[src/rtl/squeeze_output_buffer_if.sv]
// Handshake bundle between the permute FSM / downstream consumer and the squeeze output buffer.
interface squeeze_output_buffer_if #(
    parameter int unsigned MAX_RATE_BITS = 1344,
    parameter int unsigned WORD_BITS     = 64
);
    logic [MAX_RATE_BITS-1:0] block_in;
    logic                     block_we;
    logic                     block_last;
    logic [4:0]               block_words;
    logic                     available_clr;
    logic                     available;
    logic [WORD_BITS-1:0]     dout;
    logic                     dout_valid;
    logic                     dout_ready;
    logic                     dout_last;
    logic                     overflow;

    modport master (
        output block_in, block_we, block_last, block_words, available_clr, dout_ready,
        input  available, dout, dout_valid, dout_last, overflow
    );

    modport slave (
        input  block_in, block_we, block_last, block_words, available_clr, dout_ready,
        output available, dout, dout_valid, dout_last, overflow
    );
endinterface

[src/rtl/squeeze_output_buffer.sv]
// Captures one rate-sized squeezed block in a single write and streams it out as
// WORD_BITS words on a valid/ready port, flagging writes that arrive while busy.
module squeeze_output_buffer #(
    parameter int unsigned MAX_RATE_BITS = 1344,
    parameter int unsigned WORD_BITS     = 64
) (
    input logic                    clk,
    input logic                    rst,
    squeeze_output_buffer_if.slave bus
);
    localparam int unsigned MAX_WORDS = MAX_RATE_BITS / WORD_BITS;

    typedef enum logic {EMPTY, STREAM} state_t;

    state_t               r_state;
    logic [WORD_BITS-1:0] r_words [MAX_WORDS];
    logic [4:0]           r_count;
    logic [4:0]           r_idx;
    logic                 r_last;
    logic                 r_available;
    logic                 r_dout_valid;
    logic                 r_dout_last;
    logic [WORD_BITS-1:0] r_dout;
    logic                 r_overflow;

    logic [4:0] w_words;
    logic [4:0] w_next_idx;
    logic       w_accept;
    logic       w_load;
    logic       w_hs;
    logic       w_final;

    assign w_words    = (bus.block_words > 5'(MAX_WORDS)) ? 5'(MAX_WORDS) : bus.block_words;
    assign w_next_idx = r_idx + 5'd1;
    assign w_accept   = bus.block_we && (r_state == EMPTY) && r_available;
    assign w_load     = w_accept && (w_words != 5'd0);
    assign w_hs       = r_dout_valid && bus.dout_ready;
    assign w_final    = w_hs && (r_idx == r_count - 5'd1);

    always_ff @(posedge clk or negedge rst) begin
        if (!rst) begin
            r_state      <= EMPTY;
            r_count      <= '0;
            r_idx        <= '0;
            r_last       <= 1'b0;
            r_available  <= 1'b1;
            r_dout_valid <= 1'b0;
            r_dout_last  <= 1'b0;
            r_dout       <= '0;
            r_overflow   <= 1'b0;
            for (int unsigned k = 0; k < MAX_WORDS; k++) begin
                r_words[k] <= '0;
            end
        end else begin
            if (bus.block_we && !w_accept) begin
                r_overflow <= 1'b1;
            end

            // clr beats both the final-handshake set and the idle re-arm
            if (bus.available_clr || w_load) begin
                r_available <= 1'b0;
            end else if (w_final || (r_state == EMPTY)) begin
                r_available <= 1'b1;
            end

            case (r_state)
                EMPTY: begin
                    if (w_load) begin
                        for (int unsigned k = 0; k < MAX_WORDS; k++) begin
                            r_words[k] <= bus.block_in[k*WORD_BITS +: WORD_BITS];
                        end
                        r_count      <= w_words;
                        r_last       <= bus.block_last;
                        r_idx        <= '0;
                        r_dout       <= bus.block_in[WORD_BITS-1:0];
                        r_dout_last  <= bus.block_last && (w_words == 5'd1);
                        r_dout_valid <= 1'b1;
                        r_state      <= STREAM;
                    end
                end
                STREAM: begin
                    if (w_final) begin
                        r_dout_valid <= 1'b0;
                        r_dout_last  <= 1'b0;
                        r_state      <= EMPTY;
                    end else if (w_hs) begin
                        r_idx       <= w_next_idx;
                        r_dout      <= r_words[w_next_idx];
                        r_dout_last <= r_last && (w_next_idx == r_count - 5'd1);
                    end
                end
                default: r_state <= EMPTY;
            endcase
        end
    end

    assign bus.available  = r_available;
    assign bus.dout       = r_dout;
    assign bus.dout_valid = r_dout_valid;
    assign bus.dout_last  = r_dout_last;
    assign bus.overflow   = r_overflow;
endmodule

[src/flat_wrapper.sv]
// flat-port wrapper written by rule: the top's interface ports become plain ports
module squeeze_output_buffer_flat 
#(
    parameter int unsigned MAX_RATE_BITS = 1344,
    parameter int unsigned WORD_BITS     = 64
)
  (clk, rst, bus_block_in, bus_block_we, bus_block_last, bus_block_words, bus_available_clr, bus_dout_ready, bus_available, bus_dout, bus_dout_valid, bus_dout_last, bus_overflow);
  squeeze_output_buffer_if #(.MAX_RATE_BITS(MAX_RATE_BITS), .WORD_BITS(WORD_BITS)) bus_i ();
  input logic clk;
  input logic rst;
  input wire logic [$bits(bus_i.block_in)-1:0] bus_block_in;
  input wire logic [$bits(bus_i.block_we)-1:0] bus_block_we;
  input wire logic [$bits(bus_i.block_last)-1:0] bus_block_last;
  input wire logic [$bits(bus_i.block_words)-1:0] bus_block_words;
  input wire logic [$bits(bus_i.available_clr)-1:0] bus_available_clr;
  input wire logic [$bits(bus_i.dout_ready)-1:0] bus_dout_ready;
  output wire logic [$bits(bus_i.available)-1:0] bus_available;
  output wire logic [$bits(bus_i.dout)-1:0] bus_dout;
  output wire logic [$bits(bus_i.dout_valid)-1:0] bus_dout_valid;
  output wire logic [$bits(bus_i.dout_last)-1:0] bus_dout_last;
  output wire logic [$bits(bus_i.overflow)-1:0] bus_overflow;
  assign bus_i.block_in = bus_block_in;
  assign bus_i.block_we = bus_block_we;
  assign bus_i.block_last = bus_block_last;
  assign bus_i.block_words = bus_block_words;
  assign bus_i.available_clr = bus_available_clr;
  assign bus_i.dout_ready = bus_dout_ready;
  assign bus_available = bus_i.available;
  assign bus_dout = bus_i.dout;
  assign bus_dout_valid = bus_i.dout_valid;
  assign bus_dout_last = bus_i.dout_last;
  assign bus_overflow = bus_i.overflow;
  squeeze_output_buffer #(.MAX_RATE_BITS(MAX_RATE_BITS), .WORD_BITS(WORD_BITS)) u_core (.clk(clk), .rst(rst), .bus(bus_i));
endmodule
[config.mk]
export PLATFORM = sky130hd
export DESIGN_NAME = squeeze_output_buffer_flat
export DESIGN_NICKNAME = d
export VERILOG_FILES = /design/src/rtl/squeeze_output_buffer_if.sv /design/src/rtl/squeeze_output_buffer.sv /design/src/flat_wrapper.sv
export SDC_FILE = /design/constraint.sdc
export NUM_CORES = 2
export LEC_CHECK = 0
export CORE_AREA = 3 3 560 562
export DETAILED_ROUTE_END_ITERATION = 7
export DIE_AREA = 0 0 563 565
export SLEW_MARGIN = 20
export SYNTH_ARGS = -nofsm -noshare
export SYNTH_HDL_FRONTEND = slang
export SYNTH_SLANG_ARGS = --single-unit
[constraint.sdc]
create_clock -name clk -period 3.1 [get_ports clk]
set_input_delay 0.31 -clock clk [delete_from_list [all_inputs] [get_ports clk]]
set_output_delay 0.31 -clock clk [all_outputs]
set_load 0.1 [all_outputs]
---- Word level (Yosys, flattened, before mapping) ----
Index checks and enable logic that the tools add are counted.
word-level totals
  flip-flop bits (word level) ............. 1424
  output and inout port bits .............. 68
  input bits .............................. 1355
operators by class
  equality and inequality tests ........... 8
  multiplexer cells ....................... 24
  reductions and logical operators ........ 17
  add/sub/neg operators ................... 2
  bitwise gates (word level) .............. 2
  $lt $le $gt $ge ......................... 2
operator list
  operator               count
  $bmux W64 S5           1
  $mux W64               5
  $pmux W64 S2           1
  $mux W5                4
  $eq A5 B5 Y1           2
  $pmux W5 S2            1
  $mux W1                9
  $logic_and A1 B1 Y1    8
  $ge A6 B6 Y1 const B   1
  $ne A2 B2 Y1 const B   3
  $not A5 Y6             1
  $pmux W1 S2            3
  $reduce_and A2 Y1      3
  $add A5 B1 Y5 const B  1
  $eq A5 B1 Y1 const B   1
  $gt A5 B5 Y1 const B   1
  $reduce_bool A5 Y1     1
  $sub A5 B1 Y5 const B  1
  $ne A3 B3 Y1 const B   1
  $reduce_and A3 Y1      1
  $logic_or A1 B1 Y1     2
  $ne A2 B1 Y1 const B   1
  $reduce_bool A2 Y1     1
  $logic_not A1 Y1       1
  $not A1 Y1             1

---- Logic depth before layout (Yosys ltp) ----
  word-level depth ........................ 8
  gate-level depth with buffers ........... 10
  gate-level depth less buffers ........... 8

---- Worst setup path before layout ----
Ideal clock, no wire load.
  kind .................................... register to register
  from .................................... reg u_core.r_idx[1]
  to ...................................... reg u_core.r_dout[45], in the netlist u_core.bus.dout[45]
  library setup time ...................... 0.130 ns
  arrival ................................. 2.174 ns
  setup slack ............................. 0.797 ns
  required time ........................... 2.970 ns
  stages on the path, launching flop included .. 10
  cells stage by stage .................... dfrtp_1 -> ha_1 -> buf_2 -> buf_2 -> clkbuf_1 -> mux4_2 -> a21oi_1 -> o21ai_0 -> a211oi_1 -> o21ai_0
between the ends
  cells in the longest elaborated chain, start to end .. 8
ends and longest elaborated chain
  what                                          line                         RTL
  start: declaration                            squeeze_output_buffer.sv:18  logic [4:0] r_idx;
  start signal: assignment                      squeeze_output_buffer.sv:87  r_idx <= w_next_idx;
  $add A5 B1 Y5                                 squeeze_output_buffer.sv:34  assign w_next_idx = r_idx + 5'd1;
  $not A5 Y6 (implied by the code)              squeeze_output_buffer.sv:88  r_dout <= r_words[w_next_idx];
  $bmux W64 S5                                  squeeze_output_buffer.sv:88
  $mux W64 (implied by the code) (2 in series)  squeeze_output_buffer.sv:88
  $mux W64                                      squeeze_output_buffer.sv:86  end else if (w_hs) begin
  $mux W64                                      squeeze_output_buffer.sv:82  if (w_final) begin
  $pmux W64 S2                                  squeeze_output_buffer.sv:66  case (r_state)
  end signal: assignment                        squeeze_output_buffer.sv:75  r_dout <= bus.block_in[WORD_BITS-1:0];
  end signal: assignment                        squeeze_output_buffer.sv:88
  end: declaration                              squeeze_output_buffer.sv:23  logic [WORD_BITS-1:0] r_dout;
Several ways; a longest one is shown, not always the timed one. The select of a mux whose other input is x is not followed.
A chain may end at the register's enable or synchronous reset.

---- Worst setup path in the final report ----
  from .................................... reg u_core.r_idx[0]
  to ...................................... reg u_core.r_dout[30], in the netlist u_core.bus.dout[30]
Same word-level chain as after synthesis.

==> out/metrics.csv <==
stage,metric,value,unit
clock_network,latest clock arrival within the worst-skew pair,0.84,ns
place,RePlAce Congestion,0.8892,
place,DP HPWL,278300,um
clock_network,Worst-path clk slew,0.06,ns
hold_path,Worst Hold Launch,bus_block_in[545],
yosys,"flops & latches, synth",1424,
sta,RSZ-0062 raised after global routing,no,
power,power per cell area,1012,mW/mm2
cells_and_area,layout net count,10950,
clock_network,TritonCTS buffer count,174,
sta,worst slew pin tran,0.9919,ns
status,status,"complete, no violations",
yosys,synth top area cells,"dfrtp_1 (55%), nand2_1 (26%), mux4_2 (11%)",
global_routing,first-pass GRT wire length,488800,um
hold_path,Hold Path Sink,u_core.r_words[801],
power,LEAKAGE,47.68,nW
global_routing,largest net degree at the start of global routing,164,
sta,Setup TNS Final,0,ns
worst_setup_path,CP endpoint kind,register,
yosys,Main synth FF type,dfrtp_1,
yosys,yosys synthesis warning count,0,
floorplanning,die area,0.3181,mm2
sta,post-route clock period utilization,98.05,%
detailed_routing,routed len/inst,25.53,um
clock_network,CTS max path bufs,4,
yosys,Mapped Nets,8548,
worst_setup_path,worst r2r path cells,10,
worst_setup_path,worst r2r src,u_core.r_idx[0],
sta,"Hold Vio Cnt, Final",0,
detailed_routing,DR iter-0 viols,5795,
global_routing,Overall Global Routing Usage,21.65,%
cells_and_area,layout cells sized above 1,10.55,%
hold_path,hold depth,3,
worst_setup_path,CP Max Fanout,15,
yosys,"area leader, netlist",dfrtp_1,
floorplanning,Initial Utilization,20.98,%
sta,final hold slack,0.05724,ns
yosys,"Avg Cell Area, Syn",9.012,um2
global_routing,total gr overflow,0,
global_routing,vias in the first global route,62840,
floorplanning,Die W,563,um
worst_setup_path,critical path type,reg2reg,
hold_path,Min-Delay Path Class,in2reg,
yosys,Mapped Cells,7191,
detailed_routing,"antenna viol nets, final",0,
clock_network,Post-CTS Setup Repair Bufs,0,
detailed_routing,Via density,4.442,
worst_setup_path,Critical Path AT,3.73,ns
place,Buffers on Ports,1422,
cells_and_area,area delta synth->final,56.19,%
worst_setup_path,Worst setup SP type,register,
worst_setup_path,worst r2r dst,u_core.bus.dout[30],
cells_and_area,# fillers,31480,
detailed_routing,DRC Markers,0,
clock_network,Clk Tree Root Cell,clkbuf_16,
yosys,"FFs w/ async S/R, synth",100.0,%
worst_setup_path,r2r setup slk,0.06,ns
clock_network,TritonCTS clock tree,yes,
yosys,Synth top cells by count,"nand2_1 (4,434), dfrtp_1 (1,423), mux4_2 (317)",
detailed_routing,Routed WL,356300,um
sta,Setup Skew,0.05459,ns
yosys,share of Yosys cell area claimed by the top area cell type,54.95,%
yosys,sequential element share of the synthesized area,54.99,%
detailed_routing,Pre-antenna DRT Iters,6,
sta,Achievable Freq,0.3290,GHz
worst_setup_path,Critical Path RT,3.79,ns
yosys,"count leader, synth",nand2_1,
sta,relative slew slack,33.18,%
sta,pins over their slew limit,0,
floorplanning,Core Region,0.3088,mm2
yosys,Yosys cell types,49,
detailed_routing,vias post-DR,61990,
floorplanning,number of I/O pins,1423,
power,VDD IR max,0.0008230,V
worst_setup_path,Crit. Startpoint,u_core.r_idx[0],
flow_run,total of max-cap violations,0,
floorplanning,Die Height,565,um
global_routing,initial antenna violation count,205,
floorplanning,num rows,204,
yosys,synthesized area,0.06480,mm2
yosys,"EDFF count, synth",0,
sta,fin crit period,3.039,ns
clock_network,H-tree depth,4,
clock_network,CTS Sinks,1424,
sta,# setup viols final,0,
-- kinds of logic after synthesis --
logic type	synth area share (%)
and+or+nand+nor	26.66
DFF	54.99
buffers and inverters	3.441
AOI/OAI and AO/OA	3.572
muxes	11.08
xor gates and xnor gates	0.2143
adders and majority gates	0.03861
-- placed cells by master (no fill, tap or decap), types with 3 or more instances in the layout --
| cell type | count |
|---|---|
| nand2_1 | 4432 |
| dfrtp_1 | 1421 |
| clkdlybuf4s50_1 | 1355 |
| dlygate4sd3_1 | 954 |
| mux4_2 | 317 |
| buf_4 | 307 |
| clkbuf_16 | 176 |
| o21ai_0 | 160 |
| a21oi_1 | 116 |
| diode_2 | 98 |
| buf_12 | 77 |
| and3_1 | 65 |
| a211oi_1 | 62 |
| o21ai_1 | 43 |
| clkbuf_8 | 43 |
| clkbuf_1 | 32 |
| clkinv_2 | 21 |
| bufinv_16 | 15 |
| a21oi_2 | 12 |
| nand3_1 | 10 |
| nor2_1 | 9 |
| xnor2_1 | 8 |
| inv_6 | 8 |
| clkinvlp_4 | 8 |
| nor3_1 | 7 |
| clkinv_4 | 7 |
| xor2_1 | 5 |
| buf_6 | 4 |
| inv_1 | 3 |
| nor3b_1 | 3 |
| mux2_2 | 3 |
| inv_16 | 3 |
-- worst max-delay path, stage by stage, from the launching register on --
cell      delay [ns]
dfrtp_4         0.54
ha_4            0.33
buf_12          0.18
buf_4           0.18
mux4_2          0.40
a21oi_1         0.29
buf_4           0.19
o21ai_0         0.19
buf_4           0.29
a211oi_1        0.17
o21ai_0         0.11
-- metal layers --
| metal | track usage [%] | vias up | part of all wire [%] |
|---|---|---|---|
| met1 | 27.97 | 30460 | 41 |
| li1 | - | 27930 | - |
| met3 | 4.666 | 694 | 7.4 |
| met5 | 0 | - | 0.18 |
| met2 | 35.11 | 2804 | 46 |
| met4 | 8.869 | 98 | 4.6 |
-- stage by stage --
| stage | total power [mW] | area, um2 | worst slack, ns | util, % | std cells |
|---|---|---|---|---|---|
| floorplan | 58.44 | 64800 | 0.7968 | - | 7191 |
| global placement | 79.52 | 85340 | -0.1140 | 27.63 | 12580 |
| detailed placement | 80.01 | 85340 | -0.1304 | 27.63 | 12580 |
| CTS | 103.5 | 100900 | 0.007102 | 32.68 | 13860 |
| global route | 108.7 | 101100 | 0.01918 | 32.74 | 13910 |
| finish | 102.5 | 101200 | 0.06052 | 32.77 | 13950 |
-- worst max-delay path by stage --
stage | end | slack [ns] | cells after the start
floorplan | u_core.bus.dout[45] | 0.80 | 9
finish | u_core.bus.dout[30] | 0.06 | 10
global placement | u_core.bus.dout[12] | -0.11 | 9
global route | u_core.bus.dout[8] | 0.02 | 9
detailed placement | u_core.bus.dout[12] | -0.13 | 9
CTS | u_core.bus.dout[36] | 0.007 | 9
-- registers in the layout (all words and copies together) (netlist names) --
name / flops
u_core.bus.overflow: 1
u_core.r_count: 5
u_core.bus.dout_valid: 1
u_core.bus.available: 1
u_core.r_words: 1344
u_core.r_idx: 5
u_core.bus.dout: 64
u_core.bus.dout_last: 1
u_core.r_state: 1
u_core.r_last: 1
-- report_power, final --
group          total (mW)  switching, mW  leakage, nW  internal (mW)
clock network        21.7           8.91         2.95           12.8
logic                46.3           27.9         26.8           18.4
registers            34.5           6.30         17.9           28.2
total                 102           43.1         47.7           59.4
-- final cells by class --
| cell class | count | area, um2 | area share, % |
|---|---|---|---|
| Antenna cell | 98 | 245.2 | 0.2423 |
| Clock buffer | 251 | 5116 | 5.055 |
| Clock inverter | 67 | 905.9 | 0.8950 |
| Inverter | 3 | 11.26 | 0.01113 |
| Multi-Input combinational cell | 5291 | 27070 | 26.75 |
| Sequential cell | 1424 | 35640 | 35.22 |
| Tap cell | 4120 | 5155 | 5.093 |
| Timing Repair Buffer | 2700 | 27060 | 26.74 |
-- timing repair --
action,in CTS,in global routing
hold buffers,954,0
gates resized for setup,7,8
endpoints found under the hold margin,1258,0
setup endpoints to repair,7,3
Power figures use the tool's default switching activity.
==> edit, RTL diff (config.mk and constraints unchanged) <==
`MAX_RATE_BITS` is set to 1344 in 3 places; all go to 336.
--- a/src/rtl/squeeze_output_buffer_if.sv
+++ b/src/rtl/squeeze_output_buffer_if.sv
@@ -1,6 +1,6 @@
 // Handshake bundle between the permute FSM / downstream consumer and the squeeze output buffer.
 interface squeeze_output_buffer_if #(
-    parameter int unsigned MAX_RATE_BITS = 1344,
+    parameter int unsigned MAX_RATE_BITS = 336,
     parameter int unsigned WORD_BITS     = 64
 );
     logic [MAX_RATE_BITS-1:0] block_in;
--- a/src/rtl/squeeze_output_buffer.sv
+++ b/src/rtl/squeeze_output_buffer.sv
@@ -1,7 +1,7 @@
 // Captures one rate-sized squeezed block in a single write and streams it out as
 // WORD_BITS words on a valid/ready port, flagging writes that arrive while busy.
 module squeeze_output_buffer #(
-    parameter int unsigned MAX_RATE_BITS = 1344,
+    parameter int unsigned MAX_RATE_BITS = 336,
     parameter int unsigned WORD_BITS     = 64
 ) (
     input logic                    clk,
--- a/src/flat_wrapper.sv
+++ b/src/flat_wrapper.sv
@@ -1,7 +1,7 @@
 // flat-port wrapper written by rule: the top's interface ports become plain ports
 module squeeze_output_buffer_flat 
 #(
-    parameter int unsigned MAX_RATE_BITS = 1344,
+    parameter int unsigned MAX_RATE_BITS = 336,
     parameter int unsigned WORD_BITS     = 64
 )
   (clk, rst, bus_block_in, bus_block_we, bus_block_last, bus_block_words, bus_available_clr, bus_dout_ready, bus_available, bus_dout, bus_dout_valid, bus_dout_last, bus_overflow);
Interface: changed (resized bus_block_in); port bits go from 1423 to 415. No check against the original RTL was run, so the function may have changed too.
==> edit against the original RTL <==
Sequential cell count decreased by 1024. Area after synthesis decreased by 72%. Cell area decreased by 71%. Via count decreased by 75%. Clock power decreased by 72%. Core utilization decreased by 23 points. Hold slack improved by 0.071 ns. Synthesized cell count decreased by 72%. Worst setup slack improved by 0.25 ns. Wire length decreased by 76%. Power decreased by 70%.
==> edit: results <==
[run_status]
status = finished, final reports clean

[clock_network]
path_clk_slew_ns = 0.06
clk_latency_ns = 0.67
cts_buffers = 53
clockRootBuffer = clkbuf_16
postCtsHoldBufs = 1
cts_buffer_depth = 3
cts_resized = 0
htree_levels = 2

[sta]
maxSlewHeadroom = 0.2381
finalClockSkew_ns = 0.03286

[logic_synthesis]
synth_area_leaders = dfrtp_1 54%, nand2_1 20%, mux2_2 5.6%
synthMuxAreaShare = 0.1192
ys_seq_area_frac = 0.5457
synth_compound_area_frac = 0.05511
synth_commonest_cells = 973 x nand2_1, 399 x dfrtp_1, 95 x clkbuf_1
yosysUniqueCellTypes = 39
syn-num-nets = 2377
synth-xor-area-share = 0.007162
synth-adder-area-share = 0.001364
synthArstFlopShare = 1.000

[layout]
drive_gt1_frac = 0.1238
finalNetCount = 2760
largest_reg_flops = 320

[global_route]
grt_pass1_wl_um = 117600
first_global_vias = 15560
grt_usage = 0.05244
grt_max_degree = 132
antenna_found_initial = 41

[critical_path]
cpMaxStageDelayCell = nor3_1
cp.arrival_ns = 3.39
cp_slowest_stage_delay_ns = 0.93
crit_fanout = 34

[route]
drt-wirelength-per-cell_um = 13.10
vias_per_cell = 2.355
drtIter0Drc = 879

[placement]
dpl.hpwl_um = 63730
dpl_cell_area_mm2 = 0.02760
gp_congestion = 0.7632
port_buffers = 398

[power_and_ir_drop]
peakVddDrop_v = 0.0006897
p_leak_nw = 12.02

[worst_hold_path]
hold_class = in2async
edit: cell types whose count changed in the layout (fill, tap and decap cells not counted), moves of 69 or more:
| cell | change |
|---|---|
| nand2_1 | -3459 |
| dfrtp_1 | -1024 |
| clkdlybuf4s50_1 | -993 |
| dlygate4sd3_1 | -953 |
| mux4_2 | -317 |
| buf_4 | -229 |
| o21ai_0 | -153 |
| clkbuf_16 | -123 |
| mux2_2 | +88 |
| diode_2 | -69 |
edit: cell type report:
class                           instances  area (µm²)
Antenna cell                           29       72.57
Clock buffer                           72        1468
Clock inverter                         20       193.9
Fill cell                           35900      279500
Inverter                                5       21.27
Multi-Input combinational cell       1487        7785
Sequential cell                       400       10020
Tap cell                             4120        5155
Timing Repair Buffer                  464        4629
edit: critical path: cells and delay by family, from the launching register on:
family | cells | cell delay, ns
simple gates | 1 | 0.93
compound gates | 2 | 0.35
mux | 1 | 0.15
buf+inv | 2 | 0.33
flops | 1 | 0.51
fa+ha+maj | 1 | 0.43
edit: routing by layer:
| layer | GRT usage | routed length [µm] | share of wire |
|---|---|---|---|
| met1 | 0.06124 | 35280 | 0.41 |
| met2 | 0.08836 | 42290 | 0.49 |
| met3 | 0.01051 | 3707 | 0.043 |
| met4 | 0.03166 | 5140 | 0.059 |
| met5 | 0 | 0 | 0 |
edit: final timing paths:
| check | from | to | slack (ns) | depth (start not counted) |
|---|---|---|---|---|
| worst min-delay path | rst | u_core.r_words[154] | 0.13 | 2 |
| worst min register to register | u_core.bus.overflow | u_core.bus.overflow | 0.46 | 1 |
| worst max-delay path | u_core.r_idx[0] | u_core.bus.dout[32] | 0.31 | 7 |
| max in group asynchronous | rst | u_core.r_words[187] | 1.99 | 3 |
| min in group clk | bus_block_in[82] | u_core.r_words[210] | 0.16 | 3 |
| worst max register to register | u_core.r_idx[0] | u_core.bus.dout[32] | 0.31 | 7 |
edit: per-stage QoR:
step | instances | hold WS [ns] | worst slack, ns
floorplan | 2028 | 0.01441 | 0.6846
global placement | 6475 | 0.3469 | 0.3082
detailed placement | 6475 | 0.3385 | 0.3197
CTS | 6568 | 0.03630 | 0.2801
global route | 6582 | 0.08486 | 0.2122
finish | 6597 | 0.1282 | 0.3082
edit: kinds of logic after synthesis:
family / after synthesis
adders and majority gates: 2
and+or+nand+nor: 1127
muxes: 195
AOI/OAI and AO/OA: 148
xor gates and xnor gates: 15
DFF: 400
buffers and inverters: 141
edit: power by group:
group          switching [mW]  internal [mW]
clock                    2.62           3.48
sequential               1.56           7.67
combinational            9.87           5.28
total                    14.1           16.4
